**src/rtl/modulo_corrector_error.sv**
```systemverilog
// -----------------------------------------------------------------------------
// modulo_corrector_error
// Registered SECDED Hamming(8,4) correction stage, placed right after the
// syndrome/parity detector. It takes the received codeword together with the
// detector's syndrome, global parity and double-error flag, flips the single
// faulty bit, extracts the 4 data bits and presents the result on a
// valid/ready output. It also keeps saturating counts of single and double
// errors. A double error locks the stream until limpiar_error is pulsed.
//
// Ports
//   clk               single clock, all state updates on the rising edge
//   rst               synchronous, active-high reset
//   entrada_valida    upstream word and detector outputs are valid
//   entrada_lista     stage can accept a word
//   datos_recibidos   codeword: bit i = Hamming position i+1, bit 7 = p0
//   sindrome          faulty Hamming position (0 = none)
//   paridad_global    XOR of all 8 received bits
//   error_doble       detector double-error flag
//   limpiar_error     one-cycle pulse that releases the BLOQUEO state
//   salida_valida     palabra/datos outputs are valid
//   salida_lista      downstream accepts the output word
//   palabra_corregida corrected codeword
//   datos_corregidos  {d4,d3,d2,d1} of the corrected codeword
//   error_corregido   held word had a single error fixed (including p0)
//   bloqueado         high while in BLOQUEO
//   cont_simples      saturating count of accepted single-error words
//   cont_dobles       saturating count of double errors
//   estado            current FSM state (debug visibility)
//
// Handshake: a word moves on a rising edge where valid and ready are both
// high on that interface. A producer holds valid and its data stable until
// the transfer; ready never depends on valid on the same interface. Here,
// entrada_lista follows salida_lista combinationally while a word is held,
// so a word can leave and a new one enter on the same edge.
// -----------------------------------------------------------------------------
module modulo_corrector_error #(
    parameter int ANCHO_CONT = 8
) (
    input  logic                  clk,
    input  logic                  rst,
    input  logic                  entrada_valida,
    output logic                  entrada_lista,
    input  logic [7:0]            datos_recibidos,
    input  logic [2:0]            sindrome,
    input  logic                  paridad_global,
    input  logic                  error_doble,
    input  logic                  limpiar_error,
    output logic                  salida_valida,
    input  logic                  salida_lista,
    output logic [7:0]            palabra_corregida,
    output logic [3:0]            datos_corregidos,
    output logic                  error_corregido,
    output logic                  bloqueado,
    output logic [ANCHO_CONT-1:0] cont_simples,
    output logic [ANCHO_CONT-1:0] cont_dobles,
    output logic [1:0]            estado
);

    typedef enum logic [1:0] {
        ESPERA  = 2'd0,
        LLENO   = 2'd1,
        BLOQUEO = 2'd2
    } estado_t;

    localparam logic [ANCHO_CONT-1:0] CONT_UNO = 1;
    localparam logic [ANCHO_CONT-1:0] CONT_MAX = '1;

    estado_t               estado_q, estado_d;
    logic [7:0]            palabra_q, palabra_d;
    logic                  err_q, err_d;
    logic [ANCHO_CONT-1:0] simples_q, simples_d;
    logic [ANCHO_CONT-1:0] dobles_q, dobles_d;
    logic [7:0]            mascara;
    logic                  cargar;

    // Bit to flip. An odd global parity with a zero syndrome means only p0
    // (bit 7) is wrong; a non-zero syndrome names Hamming position s, which
    // lives in bit s-1.
    always_comb begin
        mascara = 8'h00;
        if (paridad_global) begin
            if (sindrome != 3'd0) begin
                mascara = 8'd1 << (sindrome - 3'd1);
            end else begin
                mascara = 8'h80;
            end
        end
    end

    always_comb begin
        estado_d      = estado_q;
        palabra_d     = palabra_q;
        err_d         = err_q;
        simples_d     = simples_q;
        dobles_d      = dobles_q;
        entrada_lista = 1'b0;
        salida_valida = 1'b0;
        bloqueado     = 1'b0;
        cargar        = 1'b0;

        case (estado_q)
            ESPERA: begin
                entrada_lista = !rst;
                cargar        = entrada_valida;
            end
            LLENO: begin
                salida_valida = 1'b1;
                entrada_lista = salida_lista && !rst;
                // Output leaves this edge; a new word may replace it.
                if (salida_lista) begin
                    estado_d = ESPERA;
                    cargar   = entrada_valida;
                end
            end
            BLOQUEO: begin
                bloqueado = 1'b1;
                if (limpiar_error) begin
                    estado_d = ESPERA;
                end
            end
            default: begin
                estado_d = ESPERA;
            end
        endcase

        if (cargar) begin
            if (error_doble) begin
                // Uncorrectable word is dropped and the stream locks.
                estado_d = BLOQUEO;
                if (dobles_q != CONT_MAX) begin
                    dobles_d = dobles_q + CONT_UNO;
                end
            end else begin
                estado_d  = LLENO;
                palabra_d = datos_recibidos ^ mascara;
                err_d     = paridad_global;
                if (paridad_global && (simples_q != CONT_MAX)) begin
                    simples_d = simples_q + CONT_UNO;
                end
            end
        end
    end

    always_ff @(posedge clk) begin
        if (rst) begin
            estado_q  <= ESPERA;
            palabra_q <= 8'h00;
            err_q     <= 1'b0;
            simples_q <= '0;
            dobles_q  <= '0;
        end else begin
            estado_q  <= estado_d;
            palabra_q <= palabra_d;
            err_q     <= err_d;
            simples_q <= simples_d;
            dobles_q  <= dobles_d;
        end
    end

    assign palabra_corregida = palabra_q;
    assign datos_corregidos  = {palabra_q[6], palabra_q[5], palabra_q[4], palabra_q[2]};
    assign error_corregido   = err_q;
    assign cont_simples      = simples_q;
    assign cont_dobles       = dobles_q;
    assign estado            = estado_q;

endmodule

```
**config.mk**
```make
export PLATFORM = sky130hd
export DESIGN_NAME = modulo_corrector_error
export DESIGN_NICKNAME = d
export VERILOG_FILES = /design/src/rtl/modulo_corrector_error.sv
export SDC_FILE = /design/constraint.sdc
export NUM_CORES = 1
export LEC_CHECK = 0
export ABC_AREA = 1
export BUFFER_PORTS_ARGS = -buffer_cell sky130_fd_sc_hd__buf_2
export CORE_ASPECT_RATIO = 0.75
export CORE_MARGIN = 2
export CORE_UTILIZATION = 40
export DETAILED_ROUTE_END_ITERATION = 8
export HOLD_SLACK_MARGIN = 0.02
export PLACE_DENSITY = 0.66
export SYNTH_ARGS = -nofsm -noshare
export SYNTH_HDL_FRONTEND = slang
export SYNTH_SLANG_ARGS = --single-unit
```
**constraint.sdc**
```tcl
create_clock -name clk -period 1.6 [get_ports clk]
set_input_delay 0.16 -clock clk [delete_from_list [all_inputs] [get_ports clk]]
set_output_delay 0.16 -clock clk [all_outputs]
set_load 0.005 [all_outputs]
```
==> flow_summary.json <==
{
  "hold_buffers": 0,
  "combinationalPowerShare_pct": 13.9,
  "root_buffer": "clkbuf_8",
  "cts_resized": 0,
  "dr.pass1.iters": 4,
  "fillers": 377,
  "cp-end-kind": "flop",
  "ys_ff_latch": 27,
  "track_usage_pct": 16.2,
  "die_height_um": 57.0,
  "grt_max_degree": 17,
  "fmax_ghz": 0.700,
  "post-place-ws_ns": 0.170,
  "final.min_clock_period_ns": 1.43,
  "synth_area_sq_um": 1500,
  "drv_slew": 0,
  "wl_per_cell_um": 9.84,
  "ys_types": 24,
  "synth_nets": 237,
  "start_util_pct": 41.2,
  "gr-total-overflow": 0,
  "drt_drc_violations_left": 0,
  "cp_max_fo": 8,
  "cts.sinks": 27,
  "num_antenna_cells": 0,
  "die_w_um": 74.7,
  "fin_crit_sh_pct": 89.3,
  "setup_slack_ns": 0.172,
  "r2r_cells": 8,
  "hp-class": "primary input to flop",
  "total_leakage_power_nw": 0.867,
  "clk_pin_slew_ns": 0.09,
  "ys_warn_count": 0,
  "rrSetupSlack_ns": 0.17,
  "ant_nets": 0,
  "rsz0062_at_grt": "false",
  "drt_iter0_drc": 84,
  "antenna_found_initial": 0,
  "ir_drop_mv": 0.458,
  "cts_buffers": 3,
  "layout-drive-gt1-share_pct": 27.2,
  "hold_start": "rst",
  "die_area_sq_um": 4260,
  "tns_ns": 0,
  "postCtsSetupRepairBufs": 0,
  "internal-power_mw": 0.950,
  "grt_pass1_vias": 1235,
  "h-tree-depth": 1,
  "port_buffers": 51,
  "hold_depth": 2,
  "min_to": "cont_dobles[7]",
  "rows": 19,
  "clock_path_buffers": 2,
  "seq_area_frac_synth_pct": 36.1,
  "cp-start-kind": "flop",
  "place.gp.congestion": 0.803,
  "totalWireLength_mm": 3.15,
  "rr_startpoint": "cont_simples[0]",
  "critPathKind": "flop to flop",
  "utilization_pct": 50.7,
  "status": "finished, final reports clean",
  "fin_nets": 289,
  "power_switching_share_pct": 25.8,
  "boundaryPins": 52,
  "hold_viol": 0,
  "coreArea_sq_um": 3640,
  "required_ns": 1.81,
  "power.density_nw_per_um2": 695,
  "post-dp-hpwl_mm": 2.45,
  "cts_tree": "done",
  "vias": 1423,
  "timing.rr.end": "cont_simples[3]",
  "tightest_slew_ns": 0.326,
  "clockPowerShare_pct": 30.1,
  "cp.arrival_ns": 1.63,
  "viasPerCell": 4.45,
  "grt_pass1_wl_mm": 5.44,
  "finalClockSkew_ns": 0.00314,
  "maxSlewHeadroom_pct": 78.2,
  "net-switching-power_mw": 0.330,
  "design_area_sq_um": 1840,
  "seqPwrFrac_pct": 56.0,
  "clk_latency_ns": 0.27,
  "avgSynthCellArea_sq_um": 6.91,
  "setup_violations": 0,
  "area_delta_synth_final_pct": 23.0,
  "syn_inst": 217,
  "placed_area_sq_um": 1800,
  "drv_cap": 0
}
==> layer usage <==
layer	routed length, um	vias to the layer above	global-route usage (%)
met1	1690	607	23.8
met2	1320	21	24.0
li1	-	793	-
met4	14	0	3.06
met5	0	-	0
met3	131	2	4.24
==> area by class of cell <==
type	count	area (sq um)	share of cell area (%)
sequential	27	541	29.3
tap	52	65.1	3.53
clock inverter	1	5.00	0.272
inverter	22	82.6	4.48
timing repair buffer	55	285	15.5
clock buffer	3	41.3	2.24
multi-input combinational	160	823	44.7
==> cells in the mapped netlist, drive strengths merged <==
cell type | number | area, sq um
nand2 | 63 | 251
nand3b | 4 | 30.0
clkbuf | 3 | 11.3
nor2 | 24 | 120
xnor2 | 6 | 52.6
ha | 2 | 25.0
o21ai | 15 | 75.1
dfxtp | 27 | 541
nand4 | 2 | 12.5
nand3 | 11 | 65.1
xor2 | 7 | 61.3
nor3 | 3 | 15.0
clkinv | 1 | 3.75
buf | 5 | 41.3
inv | 21 | 78.8
a21oi | 23 | 115
==> layout by cell type (no fill, tap or decap) <==
master and count:
a21oi_1 23, buf_2 51, buf_4 4, clkbuf_8 3, clkinv_1 1, clkinv_2 1, dfxtp_1 27, ha_1 2
inv_1 19, inv_2 2, nand2_1 59, nand2_2 3, nand2_4 1, nand3_1 9, nand3_2 2, nand3b_1 4
nand4_1 2, nor2_1 18, nor2_2 3, nor2_4 3, nor3_1 3, o21ai_0 13, o21ai_1 2, xnor2_1 6
xor2_1 7
==> worst max-delay path: stages (launching register included) <==
cell     delay [ns]
dfxtp_1        0.35
ha_1           0.23
nand2_1        0.08
inv_2          0.06
nand2_1        0.07
nor2_1         0.06
nor2_2         0.28
nand2_1        0.08
a21oi_1        0.15
==> how the worst max path moves through the flow <==
| stage | startpoint | end | slack (ns) | cells past startpoint |
|---|---|---|---|---|
| floorplan | cont_simples[0] | cont_simples[0] | 0.33 | 8 |
| global placement | cont_simples[0] | cont_simples[4] | 0.22 | 8 |
| detailed placement | cont_simples[0] | cont_simples[6] | 0.17 | 8 |
| CTS | cont_simples[0] | cont_simples[3] | 0.16 | 8 |
| global route | cont_simples[0] | cont_simples[4] | 0.03 | 8 |
| finish | cont_simples[0] | cont_simples[3] | 0.17 | 8 |
==> sequential cells by signal, indices dropped and copies added, names as in the netlist <==
| signal | cells |
|---|---|
| cont_dobles | 8 |
| cont_simples | 8 |
| palabra_corregida | 8 |
| estado | 2 |
| error_corregido | 1 |
==> kinds of logic (layout without fill, tap and decap cells) <==
family | after synthesis | in the layout | synth area share [%]
AND/OR/NAND/NOR | 107 | 107 | 33.0
XOR/XNOR | 13 | 13 | 7.60
AO/OA/AOI/OAI | 38 | 38 | 12.7
adder cells (fa/ha/maj) | 2 | 2 | 1.67
flip-flops | 27 | 27 | 36.1
buffers and inverters | 30 | 81 | 9.02
==> per-stage QoR <==
stage	total power, mW	hold slack [ns]	cells
6_report	1.28	0.118	320
5_1_grt	1.36	0.116	320
4_1_cts	1.30	0.112	320
3_5_place_dp	0.913	0.411	316
3_3_place_gp	0.913	0.415	316
2_1_floorplan	0.841	0.330	217
==> power by group through the flow <==
stage	Combinational, mW	Clock [mW]	Sequential (mW)
after floorplan	0.107	0	0.734
after global placement	0.181	0	0.732
after CTS	0.181	0.404	0.717
after detailed placement	0.181	0	0.733
final	0.178	0.386	0.717
after global routing	0.206	0.436	0.722
Power figures use the tool's default switching activity.
